## src/rtl/lsu_pkg.sv

```systemverilog
// lsu_pkg: shared types and constants for the load/store master.
// LSU_SUBWORD_STORE_EN adds the read-modify-write states used by SB/SH.
package lsu_pkg;

  // RV32I funct3 encodings for loads and stores
  localparam logic [2:0] F3_B  = 3'd0;
  localparam logic [2:0] F3_H  = 3'd1;
  localparam logic [2:0] F3_W  = 3'd2;
  localparam logic [2:0] F3_BU = 3'd4;
  localparam logic [2:0] F3_HU = 3'd5;

  typedef enum logic [2:0] {
    IDLE,
    RD,
    LD_RSP,
    WR,
    RSP
`ifdef LSU_SUBWORD_STORE_EN
    , RMW_RD,
    RMW_WR
`endif
  } lsu_state_t;

  typedef enum logic [1:0] {
    SZ_B,
    SZ_H,
    SZ_W
  } lsu_size_t;

  // The low two funct3 bits carry the access width for every legal encoding
  function automatic lsu_size_t access_size(input logic [2:0] funct3);
    case (funct3[1:0])
      2'd0:    return SZ_B;
      2'd1:    return SZ_H;
      default: return SZ_W;
    endcase
  endfunction

endpackage

```

## src/rtl/lsu_mem_master_if.sv

```systemverilog
// lsu_mem_master_if: request/response handshake plus word-memory bus.
// master = the load/store unit, slave = the core/memory side.
interface lsu_mem_master_if;
  logic        req_valid;
  logic        req_ready;
  logic        req_we;
  logic [2:0]  req_funct3;
  logic [31:0] req_addr;
  logic [31:0] req_wdata;
  logic        resp_valid;
  logic [31:0] resp_rdata;
  logic        resp_err;
  logic [31:0] mem_addr;
  logic        mem_r_enable;
  logic        mem_w_enable;
  logic [31:0] mem_wdata;
  logic [31:0] mem_rdata;

  modport master (
    input  req_valid, req_we, req_funct3, req_addr, req_wdata, mem_rdata,
    output req_ready, resp_valid, resp_rdata, resp_err,
           mem_addr, mem_r_enable, mem_w_enable, mem_wdata
  );

  modport slave (
    output req_valid, req_we, req_funct3, req_addr, req_wdata, mem_rdata,
    input  req_ready, resp_valid, resp_rdata, resp_err,
           mem_addr, mem_r_enable, mem_w_enable, mem_wdata
  );
endinterface

```

## src/rtl/lsu_align.sv

```systemverilog
// lsu_align: byte/halfword lane handling between the core and a word memory.
// Load path always present; store merge exists only with LSU_SUBWORD_STORE_EN.
module lsu_align
  import lsu_pkg::*;
(
  input  logic [2:0]  funct3_i,
  input  logic [1:0]  addr_lo_i,
  input  logic [31:0] rdata_i,
  output logic [31:0] load_data_o
`ifdef LSU_SUBWORD_STORE_EN
  ,
  input  logic [15:0] wdata_i,
  output logic [31:0] merged_o
`endif
);

  logic [7:0]  byte_lane;
  logic [15:0] half_lane;

  // Select the addressed lane and extend it to 32 bits
  always_comb begin
    byte_lane = rdata_i[{addr_lo_i, 3'b000} +: 8];
    half_lane = rdata_i[{addr_lo_i[1], 4'b0000} +: 16];
    case (funct3_i)
      F3_B:    load_data_o = {{24{byte_lane[7]}}, byte_lane};
      F3_BU:   load_data_o = {24'd0, byte_lane};
      F3_H:    load_data_o = {{16{half_lane[15]}}, half_lane};
      F3_HU:   load_data_o = {16'd0, half_lane};
      default: load_data_o = rdata_i;
    endcase
  end

`ifdef LSU_SUBWORD_STORE_EN
  // Overlay the new byte/half on the old word, keeping every other lane
  always_comb begin
    merged_o = rdata_i;
    if (access_size(funct3_i) == SZ_B) begin
      merged_o[{addr_lo_i, 3'b000} +: 8] = wdata_i[7:0];
    end else begin
      merged_o[{addr_lo_i[1], 4'b0000} +: 16] = wdata_i;
    end
  end
`endif

endmodule

```

## src/rtl/lsu_mem_master.sv

```systemverilog
// lsu_mem_master: single-outstanding RV32I load/store initiator for a
// word-organised data memory with one-cycle read latency.
// LSU_SUBWORD_STORE_EN: SB/SH via read-modify-write; undefined, they are rejected.
module lsu_mem_master
  import lsu_pkg::*;
#(
  parameter int MEM_WORDS = 256
) (
  input  logic             clk,
  input  logic             rst_n,
  lsu_mem_master_if.master bus
);

  lsu_state_t  state_q, state_d;
  logic [31:0] addr_q, addr_d, wdata_q, wdata_d;
  logic [2:0]  funct3_q, funct3_d;
  logic        we_q, we_d;
  logic        req_ready_q, req_ready_d;
  logic        resp_valid_q, resp_valid_d;
  logic        resp_err_q, resp_err_d;
  logic        mem_r_enable_q, mem_r_enable_d;
  logic        mem_w_enable_q, mem_w_enable_d;
  logic [31:0] mem_addr_q, mem_addr_d;
  logic [31:0] mem_wdata_q, mem_wdata_d;
  logic        accept, acc_err, f3_illegal, misaligned, out_of_range;
  logic [31:0] load_data;
`ifdef LSU_SUBWORD_STORE_EN
  logic [31:0] merged_word;
`endif

  lsu_align u_align (
    .funct3_i    (funct3_q),
    .addr_lo_i   (addr_q[1:0]),
    .rdata_i     (bus.mem_rdata),
    .load_data_o (load_data)
`ifdef LSU_SUBWORD_STORE_EN
    ,
    .wdata_i     (wdata_q[15:0]),
    .merged_o    (merged_word)
`endif
  );

  // Classify the incoming request as legal or as an error response
  always_comb begin
    if (bus.req_we) begin
`ifdef LSU_SUBWORD_STORE_EN
      f3_illegal = (bus.req_funct3 > F3_W);
`else
      f3_illegal = (bus.req_funct3 != F3_W);
`endif
    end else begin
      f3_illegal = (bus.req_funct3 == 3'd3) || (bus.req_funct3 > F3_HU);
    end
    case (access_size(bus.req_funct3))
      SZ_H:    misaligned = bus.req_addr[0];
      SZ_W:    misaligned = |bus.req_addr[1:0];
      default: misaligned = 1'b0;
    endcase
    out_of_range = {2'b00, bus.req_addr[31:2]} >= 32'(MEM_WORDS);
    acc_err      = f3_illegal | misaligned | out_of_range;
  end

  // Next state, request latching, and the registered outputs of the next state
  always_comb begin
    state_d  = state_q;
    addr_d   = addr_q;
    funct3_d = funct3_q;
    we_d     = we_q;
    wdata_d  = wdata_q;
    accept   = 1'b0;
    case (state_q)
      IDLE: begin
        if (bus.req_valid) begin
          accept   = 1'b1;
          addr_d   = bus.req_addr;
          funct3_d = bus.req_funct3;
          we_d     = bus.req_we;
          wdata_d  = bus.req_wdata;
          if (acc_err)                        state_d = RSP;
          else if (!bus.req_we)               state_d = RD;
`ifdef LSU_SUBWORD_STORE_EN
          else if (bus.req_funct3 == F3_W)    state_d = WR;
          else                                state_d = RMW_RD;
`else
          else                                state_d = WR;
`endif
        end
      end
      RD:      state_d = LD_RSP;
      LD_RSP:  state_d = IDLE;
      WR:      state_d = RSP;
      RSP:     state_d = IDLE;
`ifdef LSU_SUBWORD_STORE_EN
      // First cycle strobes the read; second cycle sees the returned word
      RMW_RD:  state_d = mem_r_enable_q ? RMW_RD : RMW_WR;
      RMW_WR:  state_d = RSP;
`endif
      default: state_d = IDLE;
    endcase

    req_ready_d    = (state_d == IDLE);
    resp_valid_d   = (state_d == RSP) || (state_d == LD_RSP);
    resp_err_d     = accept && acc_err;
    mem_r_enable_d = (state_d == RD);
    mem_w_enable_d = (state_d == WR);
    mem_wdata_d    = (state_d == WR) ? wdata_d : '0;
`ifdef LSU_SUBWORD_STORE_EN
    if (state_d == RMW_RD && state_q != RMW_RD) mem_r_enable_d = 1'b1;
    if (state_d == RMW_WR) begin
      mem_w_enable_d = 1'b1;
      mem_wdata_d    = merged_word;
    end
`endif
    mem_addr_d = (mem_r_enable_d || mem_w_enable_d) ? {addr_d[31:2], 2'b00} : '0;
  end

  // State and output registers; reset abandons any transaction in flight
  always_ff @(posedge clk or negedge rst_n) begin
    if (!rst_n) begin
      state_q        <= IDLE;
      addr_q         <= '0;
      funct3_q       <= '0;
      we_q           <= 1'b0;
      wdata_q        <= '0;
      req_ready_q    <= 1'b1;
      resp_valid_q   <= 1'b0;
      resp_err_q     <= 1'b0;
      mem_r_enable_q <= 1'b0;
      mem_w_enable_q <= 1'b0;
      mem_addr_q     <= '0;
      mem_wdata_q    <= '0;
    end else begin
      state_q        <= state_d;
      addr_q         <= addr_d;
      funct3_q       <= funct3_d;
      we_q           <= we_d;
      wdata_q        <= wdata_d;
      req_ready_q    <= req_ready_d;
      resp_valid_q   <= resp_valid_d;
      resp_err_q     <= resp_err_d;
      mem_r_enable_q <= mem_r_enable_d;
      mem_w_enable_q <= mem_w_enable_d;
      mem_addr_q     <= mem_addr_d;
      mem_wdata_q    <= mem_wdata_d;
    end
  end

  assign bus.req_ready    = req_ready_q;
  assign bus.resp_valid   = resp_valid_q;
  assign bus.resp_err     = resp_err_q;
  assign bus.mem_addr     = mem_addr_q;
  assign bus.mem_r_enable = mem_r_enable_q;
  assign bus.mem_w_enable = mem_w_enable_q;
  assign bus.mem_wdata    = mem_wdata_q;
  // Memory data arrives in the response cycle itself, so load data is
  // extracted straight from mem_rdata and gated to zero outside it.
  assign bus.resp_rdata   = (state_q == LD_RSP && !we_q) ? load_data : '0;

endmodule

```

## src/flat_wrapper.sv

```systemverilog
// flat-port wrapper written by rule: the top's interface ports become plain ports
module lsu_mem_master_flat import lsu_pkg::*;
#(
  parameter int MEM_WORDS = 256
)
  (clk, rst_n, bus_req_valid, bus_req_we, bus_req_funct3, bus_req_addr, bus_req_wdata, bus_mem_rdata, bus_req_ready, bus_resp_valid, bus_resp_rdata, bus_resp_err, bus_mem_addr, bus_mem_r_enable, bus_mem_w_enable, bus_mem_wdata);
  lsu_mem_master_if bus_i ();
  input  logic clk;
  input  logic rst_n;
  input wire logic [$bits(bus_i.req_valid)-1:0] bus_req_valid;
  input wire logic [$bits(bus_i.req_we)-1:0] bus_req_we;
  input wire logic [$bits(bus_i.req_funct3)-1:0] bus_req_funct3;
  input wire logic [$bits(bus_i.req_addr)-1:0] bus_req_addr;
  input wire logic [$bits(bus_i.req_wdata)-1:0] bus_req_wdata;
  input wire logic [$bits(bus_i.mem_rdata)-1:0] bus_mem_rdata;
  output wire logic [$bits(bus_i.req_ready)-1:0] bus_req_ready;
  output wire logic [$bits(bus_i.resp_valid)-1:0] bus_resp_valid;
  output wire logic [$bits(bus_i.resp_rdata)-1:0] bus_resp_rdata;
  output wire logic [$bits(bus_i.resp_err)-1:0] bus_resp_err;
  output wire logic [$bits(bus_i.mem_addr)-1:0] bus_mem_addr;
  output wire logic [$bits(bus_i.mem_r_enable)-1:0] bus_mem_r_enable;
  output wire logic [$bits(bus_i.mem_w_enable)-1:0] bus_mem_w_enable;
  output wire logic [$bits(bus_i.mem_wdata)-1:0] bus_mem_wdata;
  assign bus_i.req_valid = bus_req_valid;
  assign bus_i.req_we = bus_req_we;
  assign bus_i.req_funct3 = bus_req_funct3;
  assign bus_i.req_addr = bus_req_addr;
  assign bus_i.req_wdata = bus_req_wdata;
  assign bus_i.mem_rdata = bus_mem_rdata;
  assign bus_req_ready = bus_i.req_ready;
  assign bus_resp_valid = bus_i.resp_valid;
  assign bus_resp_rdata = bus_i.resp_rdata;
  assign bus_resp_err = bus_i.resp_err;
  assign bus_mem_addr = bus_i.mem_addr;
  assign bus_mem_r_enable = bus_i.mem_r_enable;
  assign bus_mem_w_enable = bus_i.mem_w_enable;
  assign bus_mem_wdata = bus_i.mem_wdata;
  lsu_mem_master #(.MEM_WORDS(MEM_WORDS)) u_core (.clk(clk), .rst_n(rst_n), .bus(bus_i));
endmodule
```

## config.mk

```make
export PLATFORM = sky130hd
export DESIGN_NAME = lsu_mem_master_flat
export DESIGN_NICKNAME = d
export VERILOG_FILES = /design/src/rtl/lsu_pkg.sv /design/src/rtl/lsu_mem_master_if.sv /design/src/rtl/lsu_align.sv /design/src/rtl/lsu_mem_master.sv /design/src/flat_wrapper.sv
export SDC_FILE = /design/constraint.sdc
export NUM_CORES = 1
export LEC_CHECK = 0
export ABC_AREA = 1
export CAP_MARGIN = 20
export CORE_MARGIN = 4
export CORE_UTILIZATION = 44
export DETAILED_ROUTE_END_ITERATION = 10
export HOLD_SLACK_MARGIN = 0.02
export PLACE_DENSITY = 0.89
export SLEW_MARGIN = 25
export SYNTH_ARGS = -nofsm -noshare
export SYNTH_HDL_FRONTEND = slang
export SYNTH_HIERARCHICAL = 1
export SYNTH_SLANG_ARGS = --single-unit
```

## constraint.sdc

```tcl
create_clock -name clk -period 2.16 [get_ports clk]
set_input_delay 0.324 -clock clk [delete_from_list [all_inputs] [get_ports clk]]
set_output_delay 0.324 -clock clk [all_outputs]
set_load 0.05 [all_outputs]
```

==> results.py <==
metrics = {
    "cts": {
        "clk_latency_ps": 410,
        "clkTransAtPathRegs_ps": 60,
        "clockRootBuffer": "clkbuf_16",
        "clock-sinks": 116,
        "clk_path_buf_depth": 2,
        "htree_levels": 4,
        "numCtsBuffers": 17,
        "cts_tree": "yes",
    },
    "detailed_routing": {
        "drc": 0,
        "first_pass_iters": 6,
        "vias": 5011,
        "routed_wirelength_um": 17650,
        "wl_per_cell_um": 17.37,
        "vias_per_cell": 4.932,
        "route.antenna.remaining_nets": 0,
        "dr.first_iter.drc_count": 460,
    },
    "timing": {
        "fin_skew_ps": 11.72,
        "slew_violations": 0,
        "tightest_slew_ps": 589.8,
        "timing.fmax_mhz": 460.2,
        "rsz0062_at_grt": "true",
        "finalSetupTns_ps": -17.88,
        "finalHoldViolCount": 0,
        "postLayoutSetupSlackWorst_ps": -13.07,
        "fin_crit_sh": 1.006,
        "setup_viol": 3,
        "final_period_minus_worst_setup_slack_ps": 2173,
        "slew_headroom": 0.6056,
        "whs_ps": 419.4,
    },
    "min_path": {
        "hp-class": "in2async",
    },
    "synthesis": {
        "syn_area_um2": 5220,
        "synth.distinct_cells": 27,
        "ys_seq_area_frac": 0.5563,
        "yosys.area.top_type": "dfrtp_1",
        "ys_ff_latch": 116,
        "synthTopCellsByArea": "dfrtp_1, inv_1, nor2_1, nand2_1, or2_2",
        "synth_warnings": 6,
        "syn_area_per_cell_um2": 8.529,
        "synthCells": 612,
        "synth_top_cell_area_share": 0.5513,
    },
    "finish": {
        "n_fill_cell": 697,
        "syn_to_final_growth_pct": 69.68,
        "register_area_um2": 2910,
        "drive_gt1_frac": 0.2847,
        "nets": 961,
        "multi_input_area_um2": 2029,
        "finalNonFillerCells": 1016,
    },
    "global_routing": {
        "overflow": 0,
        "grt_max_degree": 41,
        "grt_pass1_vias": 5089,
        "antenna_found_initial": 2,
        "grt_pass1_wl_um": 25790,
        "grt_usage": 0.2513,
    },
    "critical_path": {
        "slowest_stage": "dfrtp_2",
        "path_buf_inv": 3,
        "startpoint_type": "flip-flop",
        "crit_chain": "nor3_4 -> nand2_4 -> buf_12 -> nand3_1 -> inv_2 -> nor2_2 -> buf_12",
        "path_delay_family": "simple AND/OR/NAND/NOR gates",
        "cp.arrival_ps": 1850,
        "max_stage_delay_ps": 490,
        "path_class": "reg2out",
        "critPathMaxFanout": 7,
        "cp_common_cell": "buf_12",
        "worstSetupEndpointType": "output pin",
        "cp.required_ps": 1840,
    },
    "placed_design": {
        "dp_hpwl_um": 11560,
        "dp.cells": 966,
        "portBuffers": 201,
        "gp_congestion": 0.8860,
        "dpl_worst_slack_ps": -51.58,
    },
    "power_and_ir_drop": {
        "total_power_uw": 6505,
        "powerDensity_nw_per_um2": 734.4,
        "irDropWorstVdd_uv": 771.7,
        "p_leak_uw": 0.004312,
    },
    "floorplanning": {
        "start_util": 0.4533,
        "boundaryPins": 204,
        "die_h_um": 116.9,
        "die_w_um": 116.9,
        "rows": 39,
        "core_um2": 11520,
        "die_area_um2": 13670,
    },
    "run_status": {
        "violations": "setup timing",
        "status": "finished with violations",
    },
    "run": {
        "cap_violations": 0,
    },
}
-- synth_stat cells --
cell type	count
o2111ai_1	1
nor3_2	1
conb_1	1
nand2_1	82
buf_2	13
inv_1	114
buf_6	4
and2_4	1
dfrtp_1	115
nor3_4	1
or2_2	43
clkbuf_1	10
buf_4	2
nand3_2	20
o211ai_1	2
nand2_2	1
o21ai_0	13
nor2_2	1
dfstp_2	1
inv_2	3
nand3_1	39
nand2_4	1
nor2_1	100
o21ai_1	39
a21oi_1	2
clkbuf_2	1
nor3_1	1
-- cell families (layout without fill, tap and decap cells) --
group / Yosys count / count (layout) / share of synthesized area
compound gates: 57 / 57 / 0.05633
buf+inv: 147 / 382 / 0.1162
flops: 116 / 116 / 0.5563
other cells: 1 / 26 / 0.0007184
simple gates: 291 / 292 / 0.2704
-- cell type report --
type                       instances  share of cell area
multi-input combinational        373              0.2291
sequential                       116              0.3286
tap                              143             0.02020
antenna                            2           0.0005651
timing repair buffer             233              0.3044
inverter                         117             0.04958
clock buffer                      23             0.05622
clock inverter                     9             0.01130
-- sequential cells by signal, summed over array words and instances (netlist names) --
register / count
u_core/wdata_q: 32
u_core/bus.resp_err: 1
u_core/bus.mem_r_enable: 1
u_core/bus.mem_addr: 30
u_core/bus.mem_wdata: 32
u_core/bus.resp_valid: 1
u_core/state_q: 3
u_core/addr_q: 10
u_core/we_q: 1
u_core/funct3_q: 3
u_core/bus.mem_w_enable: 1
u_core/bus.req_ready: 1
-- where the power goes --
part	leakage (µW)	internal [µW]	switching (µW)
sequential	0.00143	2320	64.9
combinational	0.00259	587	752
clock	0.000295	1840	946
-- repair_timing --
item / CTS / global route
buffers inserted: 2 / 9
endpoints found under the setup margin: 31 / 32
hold endpoints to repair: 33 / 0
gates resized for setup: 36 / 66
gates cloned: 0 / 4
pin swaps: 1 / 25
hold buffers: 1 / 0
-- worst paths after layout --
kind	start	end	slack, ps	cells past startpoint
max	u_core/funct3_q[1]	bus_resp_rdata[15]	-10	7
min	rst_n	u_core/bus.mem_addr[28]	420	2
max reg2reg	u_core/state_q[1]	u_core/bus.mem_wdata[0]	320	7
min reg2reg	u_core/we_q	u_core/we_q	520	2
max in group asynchronous	rst_n	u_core/wdata_q[2]	1090	3
min in group clk	bus_req_funct3[0]	u_core/funct3_q[0]	500	3
-- worst register-to-register path, delay by kind of cell (launching register included) --
kind | cells | cell delay, ps
AND/OR/NAND/NOR | 3 | 620
flip-flops | 1 | 410
AO/OA/AOI/OAI | 1 | 310
buffers and inverters | 3 | 370
-- layer usage --
metal	track usage	up-vias	wire length [µm]
met1	0.2790	2373	6313
li1	-	2321	-
met3	0.09563	53	1733
met4	0.1376	0	720
met2	0.4164	264	8879
met5	0.007407	-	0
-- cells in the final DEF (no fill, tap or decap), drive strengths merged, types with 2 or more instances in the layout --
master,count
nand2,85
bufinv,2
clkinvlp,2
inv,117
o21ai,52
clkinv,5
nand3,59
buf,62
a21oi,2
nor3,3
o211ai,2
dfrtp,115
diode,2
or2,43
nor2,101
clkdlybuf4s50,168
clkbuf,25
conb,24
-- stage by stage --
stage                     cell area (µm²)    util
after floorplan                      5306       -
after CTS                            8557  0.7430
after global routing                 8857  0.7691
final                                8857  0.7691
after global placement               7844  0.6811
after detailed placement             7844  0.6811
No activity file was read; power rests on OpenSTA's default activity.
